<file path="config.mk">
export PLATFORM = sky130hd
export DESIGN_NAME = time_keeper
export DESIGN_NICKNAME = d
export VERILOG_FILES = /design/src/rtl/time_keeper_pkg.sv /design/src/rtl/time_keeper_bcd_digit_counter.sv /design/src/rtl/time_keeper.sv
export SDC_FILE = /design/constraint.sdc
export NUM_CORES = 1
export LEC_CHECK = 0
export ABC_AREA = 1
export ABC_CLOCK_PERIOD_IN_PS = 1740
export CORE_UTILIZATION = 48
export CTS_BUF_LIST = sky130_fd_sc_hd__clkbuf_4 sky130_fd_sc_hd__clkbuf_8 sky130_fd_sc_hd__clkbuf_16
export DETAILED_ROUTE_END_ITERATION = 10
export PLACE_DENSITY = 0.74
export SLEW_MARGIN = 30
export SYNTH_ARGS = -nofsm -noshare
export SYNTH_HDL_FRONTEND = slang
export SYNTH_SLANG_ARGS = --single-unit
</file>
<file path="constraint.sdc">
create_clock -name clk -period 1.74 [get_ports clk]
set_input_delay 0.435 -clock clk [delete_from_list [all_inputs] [get_ports clk]]
set_output_delay 0.435 -clock clk [all_outputs]
set_load 0.01 [all_outputs]
</file>
<file path="src/rtl/time_keeper_pkg.sv">
// Shared definitions for the time-keeping path.
//   - BCD limit constants, also reused by the time-entry block for clamping.
//   - state_t: HOLD/RUN encoding of the time_keeper control FSM.
//   - load_valid(): checks a six-digit hh:mm:ss entry against the clock limits.
package time_keeper_pkg;

  localparam logic [3:0] SEC_TENS_MAX      = 4'd5;
  localparam logic [3:0] ONES_MAX          = 4'd9;
  localparam logic [3:0] HRS_MAX_TENS      = 4'd2;
  localparam logic [3:0] HRS_MAX_ONES_AT_2 = 4'd3;

  typedef enum logic {
    HOLD = 1'b0,
    RUN  = 1'b1
  } state_t;

  // Entry digits are 6 bits wide, so any value of 10 or more must be
  // rejected here rather than silently truncated to 4 bits.
  function automatic logic load_valid(
    input logic [5:0] ht,
    input logic [5:0] ho,
    input logic [5:0] mt,
    input logic [5:0] mo,
    input logic [5:0] st,
    input logic [5:0] so
  );
    logic hrs_ok;
    hrs_ok = (ht < {2'b00, HRS_MAX_TENS}) ? (ho <= {2'b00, ONES_MAX}) :
             (ht == {2'b00, HRS_MAX_TENS}) ? (ho <= {2'b00, HRS_MAX_ONES_AT_2}) :
             1'b0;
    return hrs_ok &&
           (mt <= {2'b00, SEC_TENS_MAX}) && (mo <= {2'b00, ONES_MAX}) &&
           (st <= {2'b00, SEC_TENS_MAX}) && (so <= {2'b00, ONES_MAX});
  endfunction

endpackage

</file>
<file path="src/rtl/time_keeper_bcd_digit_counter.sv">
// Single BCD digit that counts 0..MAX and wraps to 0.
// Ports:
//   clk, rst_n   : clock, asynchronous active-low reset
//   inc          : advance by one this cycle
//   load, ld_val : overwrite the digit (load has priority over inc)
//   val          : current digit value
//   carry        : combinational, high when inc wraps MAX -> 0
module bcd_digit_counter #(
  parameter logic [3:0] MAX = 4'd9
) (
  input  logic       clk,
  input  logic       rst_n,
  input  logic       inc,
  input  logic       load,
  input  logic [3:0] ld_val,
  output logic [3:0] val,
  output logic       carry
);

  assign carry = inc && (val == MAX);

  always_ff @(posedge clk or negedge rst_n) begin
    if (!rst_n) begin
      val <= 4'd0;
    end else if (load) begin
      val <= ld_val;
    end else if (inc) begin
      val <= (val == MAX) ? 4'd0 : val + 4'd1;
    end
  end

endmodule

</file>
<file path="src/rtl/time_keeper.sv">
// Time-of-day keeper: loads hh:mm:ss from the entry block, validates it and
// advances it once per second while the run switch is on.
// Ports:
//   clk, rst_n        : system clock, asynchronous active-low reset
//   run_sw            : asynchronous board switch, 1 = count, 0 = hold
//   load, ld_*        : load strobe and six entered digits (6 bits each)
//   hrs_* min_* sec_* : current time as BCD digits (registered)
//   running           : high while in RUN
//   sec_tick          : one-cycle pulse whenever the time advances
//   load_err          : one-cycle pulse when a load is rejected
//   day_wrap          : one-cycle pulse on 23:59:59 -> 00:00:00
//   state_dbg         : control FSM state, for observation only
//
// load is a single-cycle strobe with no ready: it is accepted or rejected in
// the cycle it is high, and a valid load overrides a tick in the same cycle.
module time_keeper
  import time_keeper_pkg::*;
#(
  parameter int TICK_DIV    = 100000000,
  parameter int SYNC_STAGES = 2
) (
  input  logic       clk,
  input  logic       rst_n,
  input  logic       run_sw,
  input  logic       load,
  input  logic [5:0] ld_hrs_tens,
  input  logic [5:0] ld_hrs_ones,
  input  logic [5:0] ld_min_tens,
  input  logic [5:0] ld_min_ones,
  input  logic [5:0] ld_sec_tens,
  input  logic [5:0] ld_sec_ones,
  output logic [3:0] hrs_tens,
  output logic [3:0] hrs_ones,
  output logic [3:0] min_tens,
  output logic [3:0] min_ones,
  output logic [3:0] sec_tens,
  output logic [3:0] sec_ones,
  output logic       running,
  output logic       sec_tick,
  output logic       load_err,
  output logic       day_wrap,
  output state_t     state_dbg
);

  localparam int PW = (TICK_DIV > 1) ? $clog2(TICK_DIV) : 1;
  localparam logic [PW-1:0] PRESC_LAST = PW'(TICK_DIV - 1);

  // Run switch synchronizer
  logic [SYNC_STAGES-1:0] sync_q;
  logic                   run_s;

  always_ff @(posedge clk or negedge rst_n) begin
    if (!rst_n) sync_q <= '0;
    else        sync_q <= {sync_q[SYNC_STAGES-2:0], run_sw};
  end

  assign run_s = sync_q[SYNC_STAGES-1];

  // Control FSM
  state_t state, state_nxt;

  always_ff @(posedge clk or negedge rst_n) begin
    if (!rst_n) state <= HOLD;
    else        state <= state_nxt;
  end

  always_comb begin
    state_nxt = state;
    case (state)
      HOLD:    if (run_s)  state_nxt = RUN;
      RUN:     if (!run_s) state_nxt = HOLD;
      default: state_nxt = HOLD;
    endcase
  end

  assign running   = (state == RUN);
  assign state_dbg = state;

  // Load decode and tick generation
  logic          ld_ok;
  logic          tick;
  logic          adv;
  logic [PW-1:0] presc;

  assign ld_ok = load && load_valid(ld_hrs_tens, ld_hrs_ones, ld_min_tens,
                                    ld_min_ones, ld_sec_tens, ld_sec_ones);
  assign tick  = (state == RUN) && (presc == PRESC_LAST);
  // Any load cycle (accepted or rejected) swallows the tick.
  assign adv   = tick && !load;

  // The prescaler freezes in HOLD so a pause keeps the fractional second.
  always_ff @(posedge clk or negedge rst_n) begin
    if (!rst_n)              presc <= '0;
    else if (ld_ok)          presc <= '0;
    else if (load)           presc <= presc;
    else if (tick)           presc <= '0;
    else if (state == RUN)   presc <= presc + 1'b1;
  end

  // Minute/second digits: one ripple of combinational carries per tick
  logic so_c, st_c, mo_c, mt_c;

  bcd_digit_counter #(.MAX(ONES_MAX)) u_sec_ones (
    .clk(clk), .rst_n(rst_n), .inc(adv), .load(ld_ok),
    .ld_val(ld_sec_ones[3:0]), .val(sec_ones), .carry(so_c)
  );

  bcd_digit_counter #(.MAX(SEC_TENS_MAX)) u_sec_tens (
    .clk(clk), .rst_n(rst_n), .inc(so_c), .load(ld_ok),
    .ld_val(ld_sec_tens[3:0]), .val(sec_tens), .carry(st_c)
  );

  bcd_digit_counter #(.MAX(ONES_MAX)) u_min_ones (
    .clk(clk), .rst_n(rst_n), .inc(st_c), .load(ld_ok),
    .ld_val(ld_min_ones[3:0]), .val(min_ones), .carry(mo_c)
  );

  bcd_digit_counter #(.MAX(SEC_TENS_MAX)) u_min_tens (
    .clk(clk), .rst_n(rst_n), .inc(mo_c), .load(ld_ok),
    .ld_val(ld_min_tens[3:0]), .val(min_tens), .carry(mt_c)
  );

  // Hours pair: plain 0..9 ones with the 23 -> 00 exception
  logic at_23;
  assign at_23 = (hrs_tens == HRS_MAX_TENS) && (hrs_ones == HRS_MAX_ONES_AT_2);

  always_ff @(posedge clk or negedge rst_n) begin
    if (!rst_n) begin
      hrs_tens <= 4'd0;
      hrs_ones <= 4'd0;
    end else if (ld_ok) begin
      hrs_tens <= ld_hrs_tens[3:0];
      hrs_ones <= ld_hrs_ones[3:0];
    end else if (mt_c) begin
      if (at_23) begin
        hrs_tens <= 4'd0;
        hrs_ones <= 4'd0;
      end else if (hrs_ones == ONES_MAX) begin
        hrs_tens <= hrs_tens + 4'd1;
        hrs_ones <= 4'd0;
      end else begin
        hrs_ones <= hrs_ones + 4'd1;
      end
    end
  end

  // Status pulses
  always_ff @(posedge clk or negedge rst_n) begin
    if (!rst_n) begin
      sec_tick <= 1'b0;
      load_err <= 1'b0;
      day_wrap <= 1'b0;
    end else begin
      sec_tick <= adv;
      load_err <= load && !ld_ok;
      day_wrap <= mt_c && at_23;
    end
  end

endmodule
</file>
==> impl_metrics.ini, run 1 <==
[run_status]
status = finished, violations left
violations = negative setup slack

[cts]
cts.sinks = 57
cts-root-buf = clkbuf_8
clk_latency_ns = 0.36
cts_buffers = 9
clk_pin_slew_ns = 0.07
cts.htree.levels = 3
clk_path_buf_depth = 2
cts_tree = done

[setup_path]
crit_family = simple AND/OR/NAND/NOR gates
worstRegToRegCells = 7
setup.worst_path.end_class = flop
rr_endpoint = day_wrap
crit_chain = nor2_2 -> nand3_4 -> nor3_4 -> nand4_1 -> nor2_1 -> nand4_1 -> nor2_1
cp_slowest_cell = dfrtp_1
critPathLaunchType = flop
slowest_delay_ns = 0.41
r2r-start = presc[25]
path_max_fanout = 3
required_ns = 2.01
r2r_slack_ns = -0.18
critPathBufInv = 0
arrival_ns = 2.19
criticalPathCategory = flop to flop

[route]
ant_nets = 0
viasPerCell = 5.821
num_vias = 4645
routedWlPerCell_um = 18.03
drtIter0Drc = 375
routed_wl_um = 14390
drt-pass1-iter-count = 7
drc = 0

[grt]
grt_max_degree = 22
track_usage = 0.3336
globalRouteOverflowTotal = 0
antenna_found_initial = 1
grt_pass1_wl_um = 19660
grt_pass1_vias = 4337

[placement]
placed_area_mm2 = 0.004992
dp_hpwl_um = 8217
pre_cts_ws_ns = -0.6632
io_buffers = 68
place_congestion = 1.004

[yosys]
synthSimpleGateAreaFrac = 0.3699
synth.mux.area_fraction = 0
synth_xor_area_frac = 0.04364
synth_edf_count = 0
seq_area_frac_synth = 0.3949
synth_top_cell_area_share = 0.3949
async_flop_share = 1.000
avgSynthCellArea_um2 = 7.014
syn_inst = 515
ys_ff_latch = 57
yosys.area.top_type = dfrtp_1
synth-adder-area-share = 0.01039
syn_nets = 558
synth.area.top_cells = dfrtp_1 39%, nand2_1 14%, nor2_1 6.8%, nand3_1 6.0%, inv_1 5.7%
synth_ff_type = dfrtp_1
syn_area_mm2 = 0.003612
synth_compound_area_frac = 0.1036
synth_top_family_by_area = simple AND/OR/NAND/NOR gates
synth_warnings = 0
ys_types = 33
synthTopCellsByCount = 136 x nand2_1, 65 x nor2_1, 57 x dfrtp_1, 55 x inv_1, 43 x nand3_1
synth.most_common_cell = nand2_1

[layout]
fin_area_mm2 = 0.006088
fin_nets = 737
area_growth_pct = 68.55
final_core_util = 0.8394
drive_gt1_frac = 0.3338
nFillCells = 403

[min_path]
worstHoldPathType = flop to flop
min_delay_worst_endpoint = running
min_from = sync_q[1]
hold_depth = 0

[sta]
final_hold_viol_count = 0
fin_ws_ns = -0.1787
worst_slew_pin_slew_ns = 0.4149
fmax_ghz = 0.5212
setup_viol = 27
fin_skew_ns = 0.01081
layout_min_cycle_time_ns = 1.919
final.period_utilization = 1.103
slew_headroom = 0.7213
rsz0062_at_grt = yes
drv_slew = 0

[die]
num_rows = 31
die_w_um = 88.75
start_util = 0.4980
core_mm2 = 0.007253
top_level_ports = 69
die_h_um = 88.75
dieArea_mm2 = 0.007877

[job]
maxCapViolations = 0

[pwr]
switchingPower_mw = 1.162
power.ir.vdd_worst_uv = 365.4
comb_power_share = 0.218
switching_share = 0.2997
p_int_mw = 2.716
p_per_area_mw_per_mm2 = 637.1
clkPwrFrac = 0.392
power_frac_seq = 0.390
p_leak_nw = 2.928
## registers in the layout, indices dropped and copies added (netlist names), 2 cells and up
| name | cells |
|---|---|
| u_sec_ones.val | 4 |
| hrs_ones | 4 |
| u_sec_tens.val | 4 |
| sync_q | 2 |
| hrs_tens | 4 |
| u_min_ones.val | 4 |
| presc | 27 |
| u_min_tens.val | 4 |
## logic make-up after synthesis
family                   after synthesis
AND/OR/NAND/NOR                      301
buffers and inverters                 69
adder cells (fa/ha/maj)                3
AO/OA/AOI/OAI                         67
XOR/XNOR                              18
flip-flops                            57
## repair_timing
item                                    4_1_cts  5_1_grt
hold buffers                                  1        0
pin swaps                                    27       37
hold endpoints to repair                      7        0
gates cloned                                  4        0
endpoints found under the setup margin       73       58
gates resized for setup                     106      114
setup buffers                                21        7
## layout by cell type (no fill, tap or decap), drive strengths merged, types with 2 or more instances in the layout
cell type	n
a21oi	10
a31oi	4
buf	110
bufinv	2
clkbuf	16
clkdlybuf4s15	9
clkdlybuf4s50	15
dfrtp	57
dlygate4sd2	25
dlymetal6s2s	15
ha	3
inv	57
nand2	142
nand3	44
nand4	19
nor2	71
nor3	23
nor4	2
o211ai	4
o21ai	41
o22ai	2
o31ai	3
xnor2	4
xor2	14
## through the flow
| stage | hold slack, ns | setup TNS (ns) | std cells | total power, mW |
|---|---|---|---|---|
| detailed placement | 0.3405 | -27.64 | 750 | 2.132 |
| global route | 0.3768 | -3.475 | 798 | 3.994 |
| CTS | 0.3556 | -0.2909 | 791 | 3.702 |
| floorplan | 0.1394 | 0 | 515 | 1.783 |
| global placement | 0.3331 | -23.24 | 750 | 2.114 |
| finish | 0.3625 | -1.135 | 798 | 3.879 |
## worst max-delay path by stage
stage / start / end / slack (ns) / cells past startpoint
floorplan: presc[0] / hrs_tens[0] / 0.007 / 12
global placement: ld_sec_ones[1] / hrs_tens[2] / -0.55 / 13
detailed placement: ld_sec_ones[1] / presc[24] / -0.66 / 12
CTS: presc[1] / hrs_tens[2] / -0.05 / 12
global route: presc[25] / u_sec_ones.val[1] / -0.27 / 10
finish: presc[25] / day_wrap / -0.18 / 7
## power groups by stage
stage	registers [mW]	logic, mW	clock network, mW
floorplan	1.52	0.262	0
global placement	1.52	0.599	0
detailed placement	1.52	0.614	0
CTS	1.50	0.718	1.49
global route	1.52	0.903	1.57
finish	1.51	0.847	1.52
## layout make-up
type | instances | area, um^2 | share of cell area
diodes | 1 | 2.502 | 0.0004110
clock buffers | 13 | 172.7 | 0.02836
clock inverters | 2 | 60.06 | 0.009864
inverters | 58 | 229.0 | 0.03761
multi-input cells | 389 | 2351 | 0.3861
flip-flops and latches | 57 | 1434 | 0.2355
well taps | 99 | 123.9 | 0.02035
repair buffers | 179 | 1715 | 0.2818
## per-layer routing
layer | vias to the layer above | global-route usage | share of wire
li1 | 2056 | - | -
met1 | 2163 | 0.3741 | 0.35
met2 | 319 | 0.5650 | 0.49
met3 | 107 | 0.09328 | 0.088
met4 | 0 | 0.1994 | 0.068
met5 | - | 0 | 0
No activity file was read; power rests on OpenSTA's default activity.
==> inputs of run 2 (changes only) <==
--- a/config.mk
+++ b/config.mk
@@ -6,7 +6,7 @@
 export NUM_CORES = 1
 export LEC_CHECK = 0
 export ABC_AREA = 1
-export ABC_CLOCK_PERIOD_IN_PS = 1740
+export ABC_CLOCK_PERIOD_IN_PS = 1600
 export CORE_UTILIZATION = 48
 export CTS_BUF_LIST = sky130_fd_sc_hd__clkbuf_4 sky130_fd_sc_hd__clkbuf_8 sky130_fd_sc_hd__clkbuf_16
 export DETAILED_ROUTE_END_ITERATION = 10
==> constraint.sdc (replaced) <==
create_clock -name clk -period 1.6 [get_ports clk]
set_input_delay 0.4 -clock clk [delete_from_list [all_inputs] [get_ports clk]]
set_output_delay 0.4 -clock clk [all_outputs]
set_load 0.01 [all_outputs]
==> run 2 against run 1 <==
Compared with the run above: the run still ends with negative setup slack left; clock power is 5% lower; die area stayed put; critical path depth is 1 higher; design area is 4.7% higher; clock skew is 0.0026 ns higher; non-clock buffer count is 35 higher; largest power group is now registers; via count is 15% higher; register-to-register slack worse by 0.22 ns; total power is 4.3% higher; cell count is 4.5% higher; highest routed layer unchanged; sequential cell count stayed put.
==> impl_metrics.ini, run 2 (synthesized netlist as in run 1, its figures left out) <==
[setup_path]
arrival_ns = 2.26
criticalPathCategory = flop to flop
r2r_slack_ns = -0.40
critPathLaunchType = flop
setup.worst_path.end_class = flop
path_max_fanout = 7
required_ns = 1.86
worstRegToRegCells = 8
rr_endpoint = u_min_ones.val[1]
r2r-start = presc[11]

[cts]
clk_latency_ns = 0.37
clk_pin_slew_ns = 0.08
cts_buffers = 9
cts.htree.levels = 3
cts-root-buf = clkbuf_8
cts.sinks = 57
cts_tree = done
clk_path_buf_depth = 2

[sta]
fin_skew_ns = 0.01343
fin_ws_ns = -0.3980
worst_slew_pin_slew_ns = 0.5260
slew_headroom = 0.6467
layout_min_cycle_time_ns = 1.998
fin_setup_tns_ns = -10.01
final_hold_viol_count = 0
setup_viol = 49
fmax_ghz = 0.5005
rsz0062_at_grt = yes
final.period_utilization = 1.249
drv_slew = 0
timing.hold.ws_ns = 0.3294

[route]
drt-pass1-iter-count = 6
viasPerCell = 6.411
routedWlPerCell_um = 21.99
num_vias = 5347
drtIter0Drc = 589
routed_wl_um = 18340
ant_nets = 0
drc = 0

[grt]
grt_max_degree = 49
antenna_found_initial = 1
gr-usage-met2 = 0.6392
met1_usage = 0.4360
globalRouteOverflowTotal = 0
grt_use_met3 = 0.08489
grt_pass1_wl_um = 22500
track_usage = 0.3821
busiest_layer = met2
grt_pass1_vias = 4703

[layout]
top_register = presc
layout_commonest_cell = buf_4
fin_area_mm2 = 0.006375
nFillCells = 333
area_growth_pct = 76.48
final_cells = 834
final_cell_mix = 111 x buf_4, 109 x nand2_1, 57 x dfrtp_1
largest_reg_flops = 27
drive_gt1_frac = 0.4101
fin_nets = 772

[pwr]
p_leak_nw = 3.153
p_per_area_mw_per_mm2 = 634.7
power.ir.vdd_worst_uv = 485.4

[run_status]
status = finished, violations left
violations = negative setup slack

[placement]
placed_area_mm2 = 0.005223
dp_cells = 781
pre_cts_ws_ns = -0.7986
io_buffers = 68
dp_hpwl_um = 8897
place_congestion = 0.9700

[min_path]
hold_depth = 3
min_from = ld_sec_ones[2]
min_delay_worst_endpoint = u_sec_ones.val[2]
worstHoldPathType = input port to flop

[die]
core_mm2 = 0.007253
die_w_um = 88.75
die_h_um = 88.75
num_rows = 31
dieArea_mm2 = 0.007877
top_level_ports = 69
start_util = 0.4980

[job]
maxCapViolations = 0
-- run 2: cell types whose count changed in the layout (fill, tap and decap cells not counted), moves of 8 or more --
cell             delta
dlymetal6s2s_1     -11
nor2_2             +10
buf_4              +27
clkbuf_2           +12
buf_6               +9
clkdlybuf4s50_1     -8
nand2_1            -10
nor2_1              -9
-- run 2: routing by layer --
layer	vias to the layer above	routed length [um]
met5	-	0
met4	0	1966
met3	245	2083
met2	580	8294
met1	2395	5993
li1	2127	-
-- run 2: how the worst max path moves through the flow --
stage / start / to / cells after the start
CTS: presc[1] / hrs_tens[1] / 12
detailed placement: ld_sec_ones[1] / hrs_tens[1] / 12
global placement: ld_sec_ones[1] / hrs_tens[0] / 12
finish: presc[11] / u_min_ones.val[1] / 8
floorplan: presc[1] / hrs_tens[0] / 12
global route: u_sec_tens.val[3] / hrs_tens[3] / 10
-- run 2: cell type report --
| cell class | instances | area (um^2) | share of cell area |
|---|---|---|---|
| Multi-Input combinational cell | 389 | 2521 | 0.3955 |
| Clock buffer | 10 | 137.6 | 0.02159 |
| Sequential cell | 57 | 1426 | 0.2237 |
| Inverter | 58 | 235.2 | 0.03690 |
| Antenna cell | 1 | 2.502 | 0.0003925 |
| Clock inverter | 6 | 57.56 | 0.009028 |
| Timing Repair Buffer | 214 | 1871 | 0.2934 |
| Tap cell | 99 | 123.9 | 0.01943 |
-- run 2: timing repair --
action | 4_1_cts | 5_1_grt
resized for setup | 155 | 147
setup buffers | 22 | 14
pin swaps | 37 | 33
hold endpoints to repair | 9 | 0
hold buffers | 1 | 0
setup endpoints to repair | 80 | 56
gates cloned | 3 | 1
-- run 2: worst max-delay path, cell delays in order, from the launching register on --
cell and delay, ns:
dfrtp_1 0.43, nor2_2 0.24, nand3_2 0.14, nor2_4 0.16, nand4_4 0.15, buf_6 0.17, o21ai_4 0.25, nor2_1 0.13
a31oi_1 0.23
-- run 2: stage by stage --
stage | utilization | total power [mW]
floorplan | - | 1.943
global placement | 0.7200 | 2.394
detailed placement | 0.7200 | 2.419
CTS | 0.8149 | 3.824
global route | 0.8786 | 4.146
finish | 0.8789 | 4.046
-- run 2: report_power, final --
part,switching [mW],internal [mW],leakage [nW]
clock network,0.695,0.751,0.102
logic,0.562,0.418,2.35
registers,0.0787,1.54,0.698
total,1.34,2.71,3.15
==> inputs of run 3 (changes only) <==
--- a/config.mk
+++ b/config.mk
@@ -9,6 +9,7 @@
 export ABC_CLOCK_PERIOD_IN_PS = 1600
 export CORE_UTILIZATION = 48
 export CTS_BUF_LIST = sky130_fd_sc_hd__clkbuf_4 sky130_fd_sc_hd__clkbuf_8 sky130_fd_sc_hd__clkbuf_16
+export CTS_CLUSTER_DIAMETER = 200
 export DETAILED_ROUTE_END_ITERATION = 10
 export PLACE_DENSITY = 0.74
 export SLEW_MARGIN = 30
==> results of run 3 <==
Same layout as run 2: the final DEF is identical, and so are final timing and power.
